===== config.mk =====
export PLATFORM = sky130hd
export DESIGN_NAME = chash_poly_insert
export DESIGN_NICKNAME = d
export VERILOG_FILES = /design/src/rtl/chash_poly_insert_pkg.sv /design/src/rtl/chash_poly_insert_lane_merge.sv /design/src/rtl/chash_poly_insert.sv
export SDC_FILE = /design/constraint.sdc
export NUM_CORES = 1
export LEC_CHECK = 0
export ABC_AREA = 1
export CAP_MARGIN = 20
export CORE_MARGIN = 3
export CORE_UTILIZATION = 50
export CTS_BUF_LIST = sky130_fd_sc_hd__clkbuf_2 sky130_fd_sc_hd__clkbuf_4 sky130_fd_sc_hd__clkbuf_8
export CTS_CLUSTER_SIZE = 16
export DETAILED_ROUTE_END_ITERATION = 12
export PLACE_DENSITY = 0.95
export REMOVE_ABC_BUFFERS = 1
export SLEW_MARGIN = 0
export SYNTH_ARGS = -nofsm -noshare
export SYNTH_HDL_FRONTEND = slang
export SYNTH_SLANG_ARGS = --single-unit

===== constraint.sdc =====
create_clock -name clk -period 3.2 [get_ports clk]
set_clock_uncertainty 0.15 [all_clocks]
set_input_delay 0.32 -clock clk [delete_from_list [all_inputs] [get_ports clk]]
set_output_delay 0.32 -clock clk [all_outputs]
set_load 0.01 [all_outputs]

===== src/rtl/chash_poly_insert_pkg.sv =====
// Shared types and constants for the challenge-polynomial coefficient writer.
package chash_pkg;

    typedef enum logic [2:0] {
        S_IDLE,
        S_RD,
        S_WAIT,
        S_CHK,
        S_WR,
        S_FIN
    } state_t;

    // +1 / -1 encodings in the two residue channels
    localparam logic [23:0] CHASH_ONE_A = 24'h001041;
    localparam logic [23:0] CHASH_NEG_A = 24'hfbefc0;
    localparam logic [24:0] CHASH_ONE_B = 25'h1de0409;
    localparam logic [24:0] CHASH_NEG_B = 25'h01dfbf8;

    // Word offset of the challenge polynomial region in the RAM
    localparam logic [9:0]  CHASH_BASE  = 10'h300;

endpackage


===== src/rtl/chash_poly_insert_lane_merge.sv =====
// Replaces one lane of a packed RAM word and reports whether that lane was zero.
module chash_lane_merge #(
    parameter int unsigned LANES = 2,
    parameter int unsigned W     = 24,
    parameter int unsigned LW    = 1
) (
    input  logic [LANES*W-1:0] word,
    input  logic [LW-1:0]      lane,
    input  logic [W-1:0]       val,
    output logic [LANES*W-1:0] merged,
    output logic               lane_zero
);

    // Select the addressed lane, substitute the value, test the old contents
    always_comb begin
        merged    = word;
        lane_zero = 1'b0;
        for (int unsigned i = 0; i < LANES; i++) begin
            if (lane == LW'(i)) begin
                merged[i*W +: W] = val;
                lane_zero        = (word[i*W +: W] == '0);
            end
        end
    end

endmodule


===== src/rtl/chash_poly_insert.sv =====
// Places sparse +/-1 challenge coefficients into the dual-residue polynomial RAM
// via one read-modify-write per index, reporting collisions and counting placements.
module chash_poly_insert
    import chash_pkg::*;
#(
    parameter int unsigned       LANES  = 2,
    parameter int unsigned       WA     = 24,
    parameter int unsigned       WB     = 25,
    parameter int unsigned       ADDR_W = 10,
    parameter logic [ADDR_W-1:0] BASE   = ADDR_W'(CHASH_BASE),
    parameter int unsigned       RD_LAT = 1,
    parameter logic [WA-1:0]     ONE_A  = WA'(CHASH_ONE_A),
    parameter logic [WA-1:0]     NEG_A  = WA'(CHASH_NEG_A),
    parameter logic [WB-1:0]     ONE_B  = WB'(CHASH_ONE_B),
    parameter logic [WB-1:0]     NEG_B  = WB'(CHASH_NEG_B),
    parameter int unsigned       IDX_W  = ADDR_W + $clog2(LANES)
) (
    input  logic                  clk,
    input  logic                  rst,
    input  logic                  start,
    input  logic [7:0]            weight,
    input  logic                  in_valid,
    output logic                  in_ready,
    input  logic [IDX_W-1:0]      in_idx,
    input  logic                  in_sign,
    output logic                  rd_en,
    output logic [ADDR_W-1:0]     rd_addr,
    input  logic [LANES*WA-1:0]   rd_a,
    input  logic [LANES*WB-1:0]   rd_b,
    output logic                  wr_en,
    output logic [ADDR_W-1:0]     wr_addr,
    output logic [LANES*WA-1:0]   wr_a,
    output logic [LANES*WB-1:0]   wr_b,
    output logic                  res_valid,
    output logic                  res_coll,
    output logic [7:0]            count,
    output logic                  done
);

    localparam int unsigned LB        = $clog2(LANES);
    localparam int unsigned LW        = (LB > 0) ? LB : 1;
    localparam logic [1:0]  WAIT_LAST = (RD_LAT >= 2) ? 2'(RD_LAT - 2) : 2'd0;

    state_t               state, state_n;
    logic                 armed;
    logic [7:0]           weight_r;
    logic [IDX_W-1:0]     idx_q;
    logic                 sign_q;
    logic [1:0]           wcnt;
    logic [LANES*WA-1:0]  wa_q, merged_a;
    logic [LANES*WB-1:0]  wb_q, merged_b;
    logic                 zero_a, zero_b, hit, last, accept;
    logic [LW-1:0]        lane;
    logic [ADDR_W-1:0]    word_addr;

    if (LB > 0) begin : g_lane
        assign lane = idx_q[LB-1:0];
    end else begin : g_nolane
        assign lane = '0;
    end

    assign word_addr = BASE + idx_q[IDX_W-1:LB];
    assign hit       = zero_a & zero_b;
    assign last      = (count + 8'd1) == weight_r;
    assign accept    = (state == S_IDLE) & in_valid & in_ready & ~start;

    assign rd_addr = rd_en ? word_addr : '0;
    assign wr_addr = wr_en ? word_addr : '0;
    assign wr_a    = wr_en ? wa_q : '0;
    assign wr_b    = wr_en ? wb_q : '0;

    chash_lane_merge #(.LANES(LANES), .W(WA), .LW(LW)) u_merge_a (
        .word      (rd_a),
        .lane      (lane),
        .val       (sign_q ? NEG_A : ONE_A),
        .merged    (merged_a),
        .lane_zero (zero_a)
    );

    chash_lane_merge #(.LANES(LANES), .W(WB), .LW(LW)) u_merge_b (
        .word      (rd_b),
        .lane      (lane),
        .val       (sign_q ? NEG_B : ONE_B),
        .merged    (merged_b),
        .lane_zero (zero_b)
    );

    // State register
    always_ff @(posedge clk) begin
        if (!rst) state <= S_IDLE;
        else      state <= state_n;
    end

    // Next state and strobes; start gates the write/result strobes so an
    // aborted RMW emits neither a write nor a result in the abort cycle
    always_comb begin
        state_n   = state;
        in_ready  = 1'b0;
        rd_en     = 1'b0;
        wr_en     = 1'b0;
        res_valid = 1'b0;
        res_coll  = 1'b0;
        case (state)
            S_IDLE: begin
                in_ready = armed & ~done;
                if (in_valid & in_ready) state_n = S_RD;
            end
            S_RD: begin
                rd_en   = 1'b1;
                state_n = (RD_LAT == 1) ? S_CHK : S_WAIT;
            end
            S_WAIT: begin
                if (wcnt == WAIT_LAST) state_n = S_CHK;
            end
            S_CHK: begin
                if (hit) begin
                    state_n = S_WR;
                end else begin
                    res_valid = ~start;
                    res_coll  = ~start;
                    state_n   = S_IDLE;
                end
            end
            S_WR: begin
                wr_en     = ~start;
                res_valid = ~start;
                state_n   = last ? S_FIN : S_IDLE;
            end
            S_FIN: begin
                state_n = S_FIN;
            end
            default: state_n = S_IDLE;
        endcase
        if (start) state_n = (weight == 8'd0) ? S_FIN : S_IDLE;
    end

    // Datapath: index latch, wait counter, merged words, count/done/armed
    always_ff @(posedge clk) begin
        if (!rst) begin
            armed    <= 1'b0;
            done     <= 1'b0;
            count    <= '0;
            weight_r <= '0;
            idx_q    <= '0;
            sign_q   <= 1'b0;
            wcnt     <= '0;
            wa_q     <= '0;
            wb_q     <= '0;
        end else if (start) begin
            weight_r <= weight;
            count    <= '0;
            armed    <= (weight != 8'd0);
            done     <= (weight == 8'd0);
        end else begin
            if (accept) begin
                idx_q  <= in_idx;
                sign_q <= in_sign;
            end
            if (state == S_RD)        wcnt <= '0;
            else if (state == S_WAIT) wcnt <= wcnt + 2'd1;
            if (state == S_CHK) begin
                wa_q <= merged_a;
                wb_q <= merged_b;
            end
            if (state == S_WR && count != weight_r) begin
                count <= count + 8'd1;
                if (last) begin
                    done  <= 1'b1;
                    armed <= 1'b0;
                end
            end
        end
    end

endmodule


Word-level counts from Yosys, hierarchy flattened
Cells that the tools add are included.

storage, ports and cells
  register bits = 133
  bits of input ports = 122
  output and inout port bits = 132
  logic and storage cells = 82

cells by class
  add/subtract/negate cells = 3
  eq/ne operators = 9
  mux-type cells = 33
  bitwise operators = 9
  reduce and logical (&&, ||, !) cells = 18

operators with widths
  cell                                            number
  two-way mux 25 bit                              3
  two-way mux 24 bit                              3
  logical NOT 25 bit                              2
  two-way mux 50 bit                              1
  logical NOT 24 bit                              2
  two-way mux 48 bit                              1
  two-way mux 10 bit                              2
  two-way mux 3 bit                               6
  one-hot mux 3 bit (6 select lines)              1
  two-way mux 1 bit                               13
  adder 10 bit (first input constant)             1
  AND reduction 2 bit                             5
  adder 8 x 1 -> 8 bit (second input constant)    1
  == test 8 bit                                   1
  logical NOT 8 bit                               1
  inequality test 8 bit                           1
  nonzero test 8 bit                              1
  AND 1 bit                                       6
  == test 3 x 2 -> 1 bit (second input constant)  2
  == test 3 bit (second input constant)           2
  nonzero test 2 bit                              3
  two-way mux 2 bit                               2
  == test 3 x 1 -> 1 bit (second input constant)  1
  logical NOT 3 bit                               1
  other kinds (8)                                 10

Longest topological paths before layout
  depth after elaboration = 6
  mapped depth = 13
  gate-level depth less buffers = 13

Modules after synthesis
A second synthesis with hierarchy kept.

unflattened totals
  cells, all modules = 1213
  area, all modules = 7587.3 µm²

modules (own cells, without submodules)
  module                         instances  cells an instance  area each (µm²)  sequential area each (µm²)
  chash_poly_insert              1          822                5785.5           2662.6
  chash_lane_merge at u_merge_b  1          195                980.9            0.0
  chash_lane_merge at u_merge_a  1          196                820.8            0.0

Worst setup path before layout
OpenSTA, ideal clock, no wires.

  kind = register -> output
  from = register state[2]
  to = output wr_b[39]
  arrival time = 1.375 ns
  data required time = 2.730 ns
  path slack = 1.355 ns
  stages on the path, launching flop included = 9
  path buffers = 2
  cells stage by stage = dfxtp_1 -> inv_1 -> nor2_1 -> nand2_1 -> nor2_2 -> inv_2 -> buf_2 -> buf_2 -> nor2_1

between the ends
  cells in the longest elaborated chain, start to end = 3

ends and longest elaborated chain
  what                    line                      RTL
  start, declared         chash_poly_insert.sv:44   state_t state, state_n;
  start signal, assigned  chash_poly_insert.sv:91   else state <= state_n;
  == test 3 bit           chash_poly_insert.sv:103  case (state)
  two-way mux 1 bit       chash_poly_insert.sv:103
  via wr_en               chash_poly_insert.sv:30   output logic wr_en,
  two-way mux 50 bit      chash_poly_insert.sv:70   assign wr_b = wr_en ? wb_q : '0;
  end, declared           chash_poly_insert.sv:33   output logic [LANES*WB-1:0] wr_b,

The timed path passes the listed nets, and every way through them passes these cells.

Worst setup path after layout
  from = register state[2]
  to = output rd_addr[2]

between the ends
  cells in the longest elaborated chain, start to end = 3

ends and longest elaborated chain
  what                    line                      RTL
  == test 3 x 1 -> 1 bit  chash_poly_insert.sv:103
  two-way mux 1 bit       chash_poly_insert.sv:103
  two-way mux 10 bit      chash_poly_insert.sv:67   assign rd_addr = rd_en ? word_addr : '0;
  end, declared           chash_poly_insert.sv:27   output logic [ADDR_W-1:0] rd_addr,

Every way passes these cells.

==> summary.txt <==
Route
  – 1st-pass router iterations: 7
  – Final Routed Wirelength: 22,300 um
  – Antenna Nets Post-Route: 0
  – Starting DRT DRC Count: 595
  – DR vias/cell: 5.35
  – DR vias: between 7,000 and 8,000
  – DRC errors left: 0
  – Average wire per cell in the routed design: between 15 and 20 um

Setup path
  – Number of cells on the worst reg-to-reg path: 5
  – Setup crit start kind: flip-flop
  – Worst flop-to-flop path startpoint: state[2]
  – CP Capture Type: output port
  – R2R Setup Slk: 1.10 ns
  – CP required: 2.73 ns
  – Arr. time, crit path: 2.55 ns
  – Worst R2R End: wb_q[18]
  – Worst-path fanout max: 10
  – CP Class: flip-flop to output port

Layout
  – Total Nets Final: approximately 1,300
  – Most frequent cells in the layout: 253 x clkdlybuf4s50_1, 210 x nor2_1, 154 x nand2_1
  – Area growth syn-to-layout: 42.2%
  – Fill cells: 967
  – Share of layout cells above drive strength 1: 12.4%
  – Final Core Density: 74.0%
  – Commonest non-fill, non-tap cell in the layout: clkdlybuf4s50_1
  – Ant diodes: 0

Clock network
  – Root Buffer: clkbuf_8
  – CTS Sinks: 133
  – Worst-skew pair later-pin latency: between 0.4 and 0.5 ns
  – CTS-repair resized insts: 0
  – CTS clock-pin slew for the worst setup and hold paths: ~0.080 ns
  – Hold buffer count at cts: 0
  – Setup Fix Bufs, Post-CTS: 0
  – CTS tree: done
  – Cts bufs inserted: 17
  – Htree depth: 4
  – Max Root-Sink Buffers: 2

STA
  – Max frequency: 0.332 GHz
  – Final worst slack: between 0.15 and 0.2 ns
  – Slew Viols, Final: 0
  – Final setup vio count: 0
  – Worst Hold Margin: 0.295 ns
  – Slew HR: 36.4%
  – Hold Violations, Final: 0
  – Final worst path period share: 94.3%
  – RSZ-0062 raised after global routing: false
  – Setup tns final: 0 ns
  – Minimum clock period: about 3.0 ns
  – Worst-Margin Slew: roughly 0.95 ns

GRT
  – All-layer global routing usage: between 20% and 30%
  – GR Util met2: between 40% and 50%
  – Largest net degree at the start of global routing: 91
  – Gr busiest metal: met2
  – Global-route wire length before repair: around 35,000 um
  – Met1 usage: 32.5%
  – Grt ovf: 0
  – Grt met3 use: 6.99%
  – Vias in the first global route: ~7,000
  – Initial antenna violation count: 0

Power
  – Sw Ratio: around 25%
  – Combinational Power Share: 11.5%
  – Final Power: 0.00341 W
  – P_int: 0.00256 W
  – Pwr/cell area: approximately 340 nW/um2
  – Psw: ~0.00086 W
  – Lkg Pwr: 3.32 nW
  – Clock share of power: between 30 and 40%
  – Worst vdd ir: about 0.27 mV
  – Reg power frac: just under 50%

Yosys
  – Post-synthesis compound-gate area fraction: 24.0%
  – Most used DFF post-synth: dfxtp_1
  – Synth warn: 0
  – Post-synthesis mux area share: 0%
  – Async SR Flop Fraction: 0%
  – Synthesized-area fraction occupied by xor and xnor cells: less than 1%
  – Largest family of logic cells by synthesized area: simple AND/OR/NAND/NOR gates
  – Syn avg cell area: between 7 and 8 um2
  – Register bit total from synthesis: 133
  – Post-synth EDFFs: 0
  – Synth Instances: ~930
  – Adder-Cell Fraction of Synth Area: less than 1%
  – Cell variety after synth: 37
  – Simple logic cell fraction of the synthesized area: between 20 and 25%
  – Cell area after synthesis: between 7000 and 8000 um2
  – Sequential share of the synthesized area: 37.9%

Flow run
  – MaxCap Viol Count: 0

Hold path
  – Worst hold path type: input pin to flip-flop
  – Hold Path Stages: 3
  – Worst Hold End: idx_q[10]
  – HP Start: in_idx[10]

Floorplanning
  – Starting Density: between 50% and 60%
  – Die area: 15,500 um2
  – Row cnt: 42
  – Core area: between 10,000 and 15,000 um2
  – Die H: 125 um
  – Ports: ~250
  – Width of the die: about 120 um

Run status
  – Status: completed

Placement
  – I/O Buffers: 253
  – DP Wirelength: around 15,000 um
  – GPL Wtd Cong: roughly 0.91
  – Pre-CTS setup slack: roughly 0.49 ns
-- metrics by stage --
stage,area [um2],cells
floorplan,6680,875
global placement,9560,1315
detailed placement,9560,1315
CTS,9930,1347
global route,9990,1349
finish,9990,1349
-- cells in the mapped netlist (2+ instances only) --
cell | instances | area (um2)
a211oi_1 | 30 | 225
a21oi_1 | 43 | 215
a21oi_2 | 2 | 17.5
a21oi_4 | 2 | 32.5
a221oi_2 | 70 | 1050
buf_1 | 4 | 15.0
buf_2 | 9 | 45.0
buf_6 | 15 | 169
clkbuf_1 | 30 | 113
dfxtp_1 | 133 | 2660
ha_1 | 2 | 25.0
inv_1 | 130 | 488
inv_2 | 7 | 26.3
nand2_1 | 154 | 578
nand2_2 | 2 | 12.5
nand3_1 | 17 | 85.1
nand4_1 | 4 | 25.0
nor2_1 | 210 | 788
nor2_2 | 3 | 18.8
nor3_1 | 12 | 60.1
o21ai_0 | 27 | 135
or2_1 | 2 | 12.5
or2_2 | 6 | 37.5
xnor2_1 | 5 | 43.8
xor2_1 | 3 | 26.3
-- critical path, cell delays in order, from the launching register on --
cell             delay (ns)
dfxtp_1                0.37
nor3_1                 0.53
clkinv_1               0.43
nor2_1                 0.19
clkdlybuf4s50_1        0.57
-- cells by family (layout without fill, tap and decap cells) --
| group | count (synthesis) | count (layout) |
|---|---|---|
| buffers and inverters | 197 | 436 |
| DFF | 133 | 133 |
| xor gates and xnor gates | 8 | 8 |
| and+or+nand+nor | 419 | 419 |
| adders and majority gates | 2 | 2 |
| AOI/OAI and AO/OA | 175 | 175 |
-- sequential cells by signal, indices dropped and copies added, names as in the netlist --
name / flops
wb_q: 50
wa_q: 48
idx_q: 11
count: 8
weight_r: 8
state: 3
wcnt: 2
armed: 1
done: 1
sign_q: 1
-- worst max-delay path by stage --
stage,depth (start not counted),from,end
3_3_place_gp,9,rd_a[6],res_valid
2_1_floorplan,4,rst,count[2]
4_1_cts,4,state[2],rd_addr[4]
5_1_grt,5,state[0],rd_addr[4]
6_report,4,state[2],rd_addr[2]
3_5_place_dp,9,rd_a[6],res_valid
-- power groups by stage --
stage / logic (W) / clock network [W] / registers (W)
CTS: 0.000388 / 0.00135 / 0.00169
global placement: 0.000378 / 0 / 0.00173
finish: 0.000392 / 0.00133 / 0.00169
detailed placement: 0.000384 / 0 / 0.00173
floorplan: 0.000149 / 0 / 0.00173
global route: 0.000425 / 0.00143 / 0.00169
-- routing by layer --
metal,vias up,wire (um)
li1,3491,-
met1,3330,8800
met2,339,11000
met3,54,1750
met4,0,738
met5,-,0
-- area by class of cell --
class	count	area (um2)	share of cell area, %
Multi-Input combinational cell	604	3500	35.1
Timing Repair Buffer	266	2710	27.1
Sequential cell	133	2660	26.7
Inverter	138	522	5.22
Clock buffer	23	292	2.92
Tap cell	176	220	2.20
Clock inverter	9	78.8	0.789
Note: power is estimated with default switching activity, not from simulation.
